[config.mk]
export PLATFORM = sky130hd
export DESIGN_NAME = cmp_led_scheduler
export DESIGN_NICKNAME = d
export VERILOG_FILES = /design/src/rtl/cmp_sched_pkg.sv /design/src/rtl/rgb_cmp2.sv /design/src/rtl/cmp_led_scheduler.sv
export SDC_FILE = /design/constraint.sdc
export NUM_CORES = 1
export LEC_CHECK = 0
export ABC_CLOCK_PERIOD_IN_PS = 2420
export CELL_PAD_IN_SITES_DETAIL_PLACEMENT = 1
export CELL_PAD_IN_SITES_GLOBAL_PLACEMENT = 1
export CORE_MARGIN = 1.5
export CORE_UTILIZATION = 39
export CTS_CLUSTER_SIZE = 12
export DETAILED_ROUTE_END_ITERATION = 12
export PLACE_DENSITY = 0.8
export SLEW_MARGIN = 20
export SYNTH_ARGS = -nofsm -noshare
export SYNTH_HDL_FRONTEND = slang
export SYNTH_SLANG_ARGS = --single-unit
[constraint.sdc]
create_clock -name clk -period 2.42 [get_ports clk]
set_input_delay 0.484 -clock clk [delete_from_list [all_inputs] [get_ports clk]]
set_output_delay 0.484 -clock clk [all_outputs]
set_load 0.03 [all_outputs]
[src/rtl/cmp_sched_pkg.sv]
// cmp_sched_pkg: shared types for the time-multiplexed
// comparator LED scheduler.
package cmp_sched_pkg;

  typedef enum logic [1:0] {
    IDLE,
    LOAD,
    SHOW,
    BLANK
  } state_e;

  typedef struct packed {
    logic red;
    logic green;
    logic blue;
  } rgb_t;

  localparam rgb_t RGB_OFF = '{red: 1'b0, green: 1'b0, blue: 1'b0};

endpackage

[src/rtl/rgb_cmp2.sv]
// rgb_cmp2: magnitude comparator mapped onto RGB indicator bits.
// red = a<=b, green = a!=b, blue = a>=b.
module rgb_cmp2
  import cmp_sched_pkg::*;
#(
  parameter int WIDTH = 2
) (
  input  logic [WIDTH-1:0] a,
  input  logic [WIDTH-1:0] b,
  output rgb_t             rgb
);

  always_comb begin
    rgb       = RGB_OFF;
    rgb.red   = (a <= b);
    rgb.green = (a != b);
    rgb.blue  = (a >= b);
  end

endmodule

[src/rtl/cmp_led_scheduler.sv]
// cmp_led_scheduler: round-robin one comparator + RGB LED over
// NCH operand channels with dwell, blanking gap and PWM dimming.
module cmp_led_scheduler
  import cmp_sched_pkg::*;
#(
  parameter int NCH      = 4,
  parameter int WIDTH    = 2,
  parameter int DWELL    = 1000,
  parameter int GAP      = 100,
  parameter int PWM_BITS = 4
) (
  input  logic                                clk,
  input  logic                                rst_n,
  input  logic                                en,
  input  logic [NCH*WIDTH-1:0]                ch_a,
  input  logic [NCH*WIDTH-1:0]                ch_b,
  input  logic [NCH-1:0]                      ch_valid,
  input  logic [PWM_BITS-1:0]                 duty,
  output logic                                red,
  output logic                                green,
  output logic                                blue,
  output logic [$clog2(NCH > 1 ? NCH : 2)-1:0] ch_sel,
  output logic                                frame_done
);

  localparam int SW  = $clog2(NCH > 1 ? NCH : 2);
  localparam int LIM = (DWELL > GAP) ? DWELL : GAP;
  localparam int CW  = $clog2(LIM + 1);

  localparam logic [CW-1:0] DW_END  = CW'(DWELL - 1);
  localparam logic [CW-1:0] GAP_END = CW'(GAP - 1);
  localparam logic [SW:0]   NCH_W   = (SW + 1)'(NCH);

  state_e              state, state_d;
  logic [CW-1:0]       cnt, cnt_d;
  logic [SW-1:0]       last, pick;
  logic [SW:0]         cand;
  logic                found, take;
  logic [WIDTH-1:0]    a_pick, b_pick;
  logic [WIDTH-1:0]    snap_a, snap_b;
  logic [PWM_BITS-1:0] pwm_cnt;
  logic                pwm_on;
  rgb_t                cmp, led;

  // First valid channel after last, wrapping modulo NCH.
  always_comb begin
    pick  = '0;
    found = 1'b0;
    cand  = '0;
    for (int i = 1; i <= NCH; i++) begin
      cand = {1'b0, last} + (SW + 1)'(i);
      if (cand >= NCH_W) cand = cand - NCH_W;
      if (!found && ch_valid[cand[SW-1:0]]) begin
        found = 1'b1;
        pick  = cand[SW-1:0];
      end
    end
  end

  always_comb begin
    a_pick = '0;
    b_pick = '0;
    for (int i = 0; i < NCH; i++) begin
      if (pick == SW'(i)) begin
        a_pick = ch_a[i*WIDTH +: WIDTH];
        b_pick = ch_b[i*WIDTH +: WIDTH];
      end
    end
  end

  always_comb begin
    state_d = state;
    cnt_d   = cnt;
    take    = 1'b0;
    if (!en) begin
      state_d = IDLE;
      cnt_d   = '0;
    end else begin
      unique case (state)
        IDLE: begin
          state_d = LOAD;
          cnt_d   = '0;
        end
        LOAD: begin
          cnt_d = '0;
          if (found) begin
            state_d = SHOW;
            take    = 1'b1;
          end
        end
        SHOW: begin
          if (cnt == DW_END) begin
            state_d = BLANK;
            cnt_d   = '0;
          end else begin
            cnt_d = cnt + 1'b1;
          end
        end
        BLANK: begin
          if (cnt == GAP_END) begin
            state_d = LOAD;
            cnt_d   = '0;
          end else begin
            cnt_d = cnt + 1'b1;
          end
        end
        default: begin
          state_d = IDLE;
          cnt_d   = '0;
        end
      endcase
    end
  end

  rgb_cmp2 #(
    .WIDTH(WIDTH)
  ) u_cmp (
    .a  (snap_a),
    .b  (snap_b),
    .rgb(cmp)
  );

  assign pwm_on = (pwm_cnt < duty) || (&duty);

  always_ff @(posedge clk or negedge rst_n) begin
    if (!rst_n) begin
      state      <= IDLE;
      cnt        <= '0;
      last       <= SW'(NCH - 1);
      ch_sel     <= '0;
      frame_done <= 1'b0;
      snap_a     <= '0;
      snap_b     <= '0;
      pwm_cnt    <= '0;
      led        <= RGB_OFF;
    end else begin
      state      <= state_d;
      cnt        <= cnt_d;
      pwm_cnt    <= pwm_cnt + 1'b1;
      frame_done <= take && (pick <= last);
      if (take) begin
        last   <= pick;
        ch_sel <= pick;
        snap_a <= a_pick;
        snap_b <= b_pick;
      end
      // Dropping en blanks the LED on the very next cycle.
      if (en && state == SHOW && pwm_on) led <= cmp;
      else                               led <= RGB_OFF;
    end
  end

  assign red   = led.red;
  assign green = led.green;
  assign blue  = led.blue;

endmodule

Word-level counts from Yosys, hierarchy flattened
Index checks and enable logic that the tools add are counted.
{"block": "op_classes", "reduce_logical": 15, "bitwise_logic": 0, "shifts": 0, "addsub": 10, "n_div": 0, "n_mux": 41, "multipliers": 0, "order_cmp": 12, "n_eq_ne": 12}
{"operator": "2-bit 2-to-1 mux", "count": 20}
{"operator": "10-bit 2-to-1 mux", "count": 3}
{"operator": "10-bit one-hot mux with 3 select lines", "count": 1}
{"operator": "3-bit >= comparator, second input constant", "count": 4}
{"operator": "2-bit by 3-bit less-than comparator with 1-bit output, second input constant", "count": 4}
{"operator": "1-bit 2-to-1 mux", "count": 11}
{"operator": "10-bit by 1-bit adder with 10-bit output, second input constant", "count": 1}
{"operator": "10-bit equality test, second input constant", "count": 1}
{"operator": "10-bit by 7-bit equality test with 1-bit output, second input constant", "count": 1}
{"operator": "3-bit inequality test, second input constant", "count": 3}
{"operator": "1-bit binary-select mux with 2-bit select", "count": 4}
{"operator": "2-bit equality test, second input constant", "count": 4}
{"operator": "2-bit one-hot mux with 4 select lines", "count": 1}
{"operator": "2-bit by 1-bit subtractor with 2-bit output, second input constant", "count": 4}
{"operator": "2-bit by 2-bit adder with 3-bit output, second input constant", "count": 2}
{"operator": "1-bit logical AND", "count": 6}
{"operator": "4-bit by 1-bit adder with 4-bit output, second input constant", "count": 1}
{"operator": "2-bit by 1-bit equality test with 1-bit output, second input constant", "count": 2}
{"operator": "2-bit less-or-equal comparator", "count": 2}
{"operator": "2-bit logical NOT", "count": 2}
{"operator": "4-bit less-than comparator", "count": 1}
{"operator": "4-bit AND reduction", "count": 1}
{"operator": "2-bit by 1-bit adder with 3-bit output, second input constant", "count": 1}
{"operator": "2-bit by 3-bit adder with 3-bit output, second input constant", "count": 1}
{"operator": "other kinds (7)", "count": 9}
{"block": "totals", "ff_bits": 28, "ram_bits": 0, "memories": 0, "latch_bits": 0, "mem_bits_ro": 0}

Longest topological paths before layout
{"block": "depth", "ltp_word": 20, "mapped_depth": 10, "depth_no_buf": 8}

Hierarchy
A second synthesis with hierarchy kept.
{"block": "hier_totals", "hier_cells": 170, "area_unflattened_um2": 1700.4}
{"mod": "cmp_led_scheduler", "cells_each": 161, "instances": 1, "seq_area_each_um2": 703.2, "area_per_inst_um2": 1639.1}
{"mod": "rgb_cmp2", "cells_each": 9, "instances": 1, "seq_area_each_um2": 0.0, "area_per_inst_um2": 61.3}

Worst setup path before layout
OpenSTA, ideal clock, no wires.
{"block": "synth_path", "kind": "reg-to-reg", "startpoint": "register last[1]", "endpoint": "register frame_done", "path_slack_ns": 0.425, "arrival_ns": 1.870, "setup_ns": 0.125, "period_less_slack_ns": 1.995, "n_path_buf": 2, "stages_incl_launch_ff": 9, "path_cell_list": "dfstp_2 > buf_2 > mux2i_1 > a2bb2oi_1 > and2_1 > buf_6 > ha_1 > a21oi_1 > nor2_1"}
{"block": "synth_between", "elab_chain_len": 19, "word_cells_on_any_way": 43, "classes_between": "add/sub: 8; order compare: 5; mux: 23; reduce/logical: 7"}
{"item": "from (decl)", "line_no": "cmp_led_scheduler.sv:36", "rtl": "logic [SW-1:0] last, pick;"}
{"item": "from (signal assigned)", "line_no": "cmp_led_scheduler.sv:129", "rtl": "last <= SW'(NCH - 1);"}
{"item": "from (signal assigned)", "line_no": "cmp_led_scheduler.sv:142", "rtl": "last <= pick;"}
{"item": "2-bit by 1-bit adder with 3-bit output", "line_no": "cmp_led_scheduler.sv:51", "rtl": "cand = {1'b0, last} + (SW + 1)'(i);"}
{"item": "3-bit >= comparator / 2-bit by 1-bit subtractor with 2-bit output (equally long branches)", "line_no": "cmp_led_scheduler.sv:52", "rtl": "if (cand >= NCH_W) cand = cand - NCH_W;"}
{"item": "2-bit 2-to-1 mux", "line_no": "cmp_led_scheduler.sv:52"}
{"item": "1-bit binary-select mux with 2-bit select", "line_no": "cmp_led_scheduler.sv:53", "rtl": "if (!found && ch_valid[cand[SW-1:0]]) begin"}
{"item": "1-bit 2-to-1 mux (not written as such)", "line_no": "cmp_led_scheduler.sv:53"}
{"item": "1-bit 2-to-1 mux", "line_no": "cmp_led_scheduler.sv:53"}
{"item": "1-bit logical NOT", "line_no": "cmp_led_scheduler.sv:53"}
{"item": "1-bit logical AND", "line_no": "cmp_led_scheduler.sv:53"}
{"item": "[... 3 more ...]"}
{"item": "1-bit 2-to-1 mux", "line_no": "cmp_led_scheduler.sv:53"}
{"item": "1-bit logical NOT", "line_no": "cmp_led_scheduler.sv:53"}
{"item": "1-bit logical AND", "line_no": "cmp_led_scheduler.sv:53"}
{"item": "1-bit 2-to-1 mux", "line_no": "cmp_led_scheduler.sv:53"}
{"item": "1-bit 2-to-1 mux", "line_no": "cmp_led_scheduler.sv:86", "rtl": "if (found) begin"}
{"item": "1-bit 2-to-1 mux", "line_no": "cmp_led_scheduler.sv:79", "rtl": "unique case (state)"}
{"item": "1-bit 2-to-1 mux", "line_no": "cmp_led_scheduler.sv:75", "rtl": "if (!en) begin"}
{"item": "1-bit logical AND (*)", "line_no": "cmp_led_scheduler.sv:140", "rtl": "frame_done <= take && (pick <= last);"}
{"item": "to (signal assigned)", "line_no": "cmp_led_scheduler.sv:140"}
{"item": "to (decl)", "line_no": "cmp_led_scheduler.sv:23", "rtl": "output logic frame_done"}
Every way passes the cells marked *; elsewhere a longest branch is shown, timed or not. The select of a mux whose other input is x is not followed.
A chain may end at the register's enable or synchronous reset.

Worst setup path after layout
{"block": "layout_path", "startpoint": "input port ch_valid[3]", "endpoint": "register snap_b[0]"}
{"block": "layout_between", "elab_chain_len": 17, "word_cells_on_any_way": 33, "classes_between": "eq/ne: 3; mux: 23; reduce/logical: 7"}
{"item": "from (decl)", "line_no": "cmp_led_scheduler.sv:17", "rtl": "input logic [NCH-1:0] ch_valid,"}
{"item": "1-bit binary-select mux with 2-bit select", "line_no": "cmp_led_scheduler.sv:53"}
{"item": "1-bit 2-to-1 mux (not written as such)", "line_no": "cmp_led_scheduler.sv:53"}
{"item": "1-bit 2-to-1 mux", "line_no": "cmp_led_scheduler.sv:53"}
{"item": "1-bit logical NOT", "line_no": "cmp_led_scheduler.sv:53"}
{"item": "1-bit logical AND", "line_no": "cmp_led_scheduler.sv:53"}
{"item": "1-bit 2-to-1 mux", "line_no": "cmp_led_scheduler.sv:53"}
{"item": "1-bit logical NOT", "line_no": "cmp_led_scheduler.sv:53"}
{"item": "1-bit logical AND", "line_no": "cmp_led_scheduler.sv:53"}
{"item": "1-bit 2-to-1 mux", "line_no": "cmp_led_scheduler.sv:53"}
{"item": "1-bit logical NOT", "line_no": "cmp_led_scheduler.sv:53"}
{"item": "1-bit logical AND", "line_no": "cmp_led_scheduler.sv:53"}
{"item": "2-bit 2-to-1 mux", "line_no": "cmp_led_scheduler.sv:53"}
{"item": "2-bit logical NOT", "line_no": "cmp_led_scheduler.sv:64", "rtl": "if (pick == SW'(i)) begin"}
{"item": "2-bit 2-to-1 mux (4 in a row)", "line_no": "cmp_led_scheduler.sv:64"}
{"item": "to (signal assigned)", "line_no": "cmp_led_scheduler.sv:145", "rtl": "snap_b <= b_pick;"}
{"item": "to (decl)", "line_no": "cmp_led_scheduler.sv:40", "rtl": "logic [WIDTH-1:0] snap_a, snap_b;"}
Several ways; a longest one is shown, not always the timed one. The select of a mux whose other input is x is not followed.

==> results.sh <==
export IMPL_fp_row_count=23
export IMPL_netlist_top_cells_area="dfrtp_1, ha_1, nor2_1"
export IMPL_crit_slowest_cell="or4_1"
export IMPL_worstMarginPinSlew_ns=0.461
export IMPL_area_growth_syn_to_layout_pct=29.5
export IMPL_portBuffers=32
export IMPL_start_util_pct=40.6
export IMPL_cts_tree="done"
export IMPL_synth_nets=208
export IMPL_netlist_area_um2=1620
export IMPL_die_w_um=67.5
export IMPL_fin_tns_setup_ns=0
export IMPL_wl_per_cell_um=15.3
export IMPL_pin_count=33
export IMPL_intPower_w=0.00111
export IMPL_critical_path_arrival_ns=2.28
export IMPL_dpl_cell_area_um2=2050
export IMPL_synth_top_area_cell="dfrtp_1"
export IMPL_critPathMaxFanout=6
export IMPL_fin_nets=248
export IMPL_multiInputGateArea_um2=837
export IMPL_grt_start_max_net_pins=29
export IMPL_holdWs_ns=0.487
export IMPL_drt_iter0_drc=22
export IMPL_clock_fmax_mhz=477
export IMPL_synthDistinctLibCells=37
export IMPL_reg2reg_depth=5
export IMPL_first_pass_iters=4
export IMPL_cts_htree_levels=1
export IMPL_min_period_ns=2.10
export IMPL_path_clk_slew_ns=0.09
export IMPL_drv_cap=0
export IMPL_first_global_vias=1501
export IMPL_cts_post_setup_buffers_inserted=0
export IMPL_fillCellCount=455
export IMPL_synth_top_cell_area_share_pct=40.1
export IMPL_synth_seq_cells=28
export IMPL_status="finished, final reports clean"
export IMPL_p_leak_nw=1.01
export IMPL_routed_via_density=5.24
export IMPL_numCtsBuffers=3
export IMPL_dp_hpwl_um=3220
export IMPL_p_switching_w=0.000645
export IMPL_drive_gt1_share_pct=7.69
export IMPL_drc=0
export IMPL_rsz0062_at_grt="false"
export IMPL_p_sw_share_pct=36.8
export IMPL_final_cell_area_um2=2100
export IMPL_async_reset_ff_share_pct=100
export IMPL_setup_viol=0
export IMPL_avgSynthCellArea_um2=9.61
export IMPL_synth_most_common_cell="dfrtp_1"
export IMPL_grt_overflow=0
export IMPL_pwr_share_seq_pct=37.9
export IMPL_synth_seq_area_share_pct=43.3
export IMPL_wl_um=3940
export IMPL_powerDensity_nw_per_um2=833
export IMPL_p_comb_share_pct=45.5
export IMPL_worstSetupStartpoint="ch_valid[3]"
export IMPL_synth_edff_count=0
export IMPL_cp_endpoint="snap_b[0]"
export IMPL_dp_cells=254
export IMPL_finalCritPeriodShare_pct=86.7
export IMPL_r2r_end="state[0]"
export IMPL_maxSlewViolCount=0
export IMPL_skew_ns=0.00407
export IMPL_die_y_um=67.5
export IMPL_final_cells=258
export IMPL_min_path_type="flip-flop to flip-flop"
export IMPL_end_kind="flip-flop"
export IMPL_insertedDiodeCount=0
export IMPL_ctsLongestPathBuffers=2
export IMPL_ant_nets=0
export IMPL_cts_resized=0
export IMPL_die_area_um2=4560
export IMPL_yosys_top_cells_count="dfrtp_1, nor2_1, inv_1"
export IMPL_ctsRootBufferMaster="clkbuf_8"
export IMPL_slew_headroom_pct=69.0
export IMPL_final_seq_area_um2=703
export IMPL_ys_warn_count=0
export IMPL_ys_flop_type="dfrtp_1"
export IMPL_vias=1353
export IMPL_insertion_delay_ns=0.27
export IMPL_slowest_delay_ns=0.59
export IMPL_gr_usage_all_layers_pct=19.4
export IMPL_p_clk_share_pct=16.6
export IMPL_antenna_found_initial=0
export IMPL_timing_rr_start="cnt[2]"
export IMPL_clock_sinks=28
export IMPL_crit_chain="clkdlybuf4s50_1, or4_1, nand3_1, a2111oi_2, buf_4, o211a_1, a211oi_1"
export IMPL_cp_required_ns=2.61
export IMPL_reg2reg_slack_ns=0.44
export IMPL_peakVddDrop_v=0.000464
export IMPL_path_class="input port to flip-flop"
export IMPL_grt_pass1_wl_um=6670
export IMPL_syn_inst=169
export IMPL_coreArea_um2=4000
export IMPL_hold_viol_final=0
export IMPL_gp_congestion=0.811
export IMPL_cts_hold_buf=0
export IMPL_start_kind="input port"
## placed cells by master (no fill, tap or decap), types with 2 or more instances in the layout
cell,count
clkdlybuf4s50_1,32
dfrtp_1,26
nor2_1,21
inv_1,16
ha_1,12
a21oi_1,11
nand3_1,9
nand2_1,8
xnor2_1,7
mux2i_1,6
buf_4,6
a211oi_1,5
nand2b_1,4
a21o_1,4
o211a_1,4
clkbuf_8,4
or4_1,3
xor2_1,3
o21ai_0,3
o31a_1,2
nor3_1,2
and3_1,2
o21a_1,2
dfstp_2,2
## cell type report
| type | instances | share of cell area, % |
|---|---|---|
| Clock buffer | 4 | 2.62 |
| Inverter | 16 | 2.86 |
| Multi-Input combinational cell | 121 | 39.8 |
| Sequential cell | 28 | 33.4 |
| Tap cell | 50 | 2.97 |
| Timing Repair Buffer | 39 | 18.3 |
## metrics by stage
step / power, W / util, % / setup slack [ns]
after detailed placement: 0.00148 / 51.2 / 0.0202
after global placement: 0.00142 / 51.2 / 0.140
after CTS: 0.00178 / 52.6 / 0.304
final: 0.00175 / 52.6 / 0.323
after floorplan: 0.00118 / - / 0.425
after global routing: 0.00191 / 52.6 / 0.174
## registers in the layout (all words and copies together) (netlist names)
register    count
cnt            10
pwm_cnt         4
ch_sel          2
last            2
snap_a          2
snap_b          2
state           2
blue            1
frame_done      1
green           1
red             1
## power groups by stage
| stage | clock network, W | logic, W | registers, W |
|---|---|---|---|
| after floorplan | 0 | 0.000491 | 0.000692 |
| after global placement | 0 | 0.000758 | 0.000665 |
| after detailed placement | 0 | 0.000805 | 0.000675 |
| after CTS | 0.000297 | 0.000814 | 0.000668 |
| after global routing | 0.000325 | 0.000903 | 0.000680 |
| final | 0.000291 | 0.000797 | 0.000664 |
## routing by layer
metal,vias up,routed length [um],GRT usage (%)
met2,22,2200,37.4
met3,2,98,3.33
met5,-,0,0
met1,668,1620,22.3
li1,661,-,-
met4,0,17,3.57
## worst max-delay path, delay by kind of cell
| kind | cells | cell delay (ns) |
|---|---|---|
| AOI/OAI and AO/OA | 3 | 0.40 |
| and+or+nand+nor | 2 | 0.75 |
| buffers and inverters | 2 | 0.65 |
## how the worst min path moves through the flow
stage          startpoint  slack, ns  cells after the start    endpoint
2_1_floorplan       rst_n       0.19                      0        blue
3_3_place_gp   pwm_cnt[0]       0.46                      1  pwm_cnt[0]
3_5_place_dp   pwm_cnt[0]       0.47                      1  pwm_cnt[0]
4_1_cts        pwm_cnt[0]       0.48                      1  pwm_cnt[0]
5_1_grt        pwm_cnt[3]       0.52                      1  pwm_cnt[3]
6_report       pwm_cnt[0]       0.49                      1  pwm_cnt[0]
## kinds of logic after synthesis
logic type / after synthesis / synth area share (%)
AO/OA/AOI/OAI: 37 / 16.3
XOR/XNOR: 10 / 5.39
AND/OR/NAND/NOR: 56 / 16.9
flip-flops: 28 / 43.3
adder cells (fa/ha/maj): 12 / 9.24
buffers and inverters: 20 / 5.16
multiplexers: 6 / 3.70
Power figures use the tool's default switching activity.
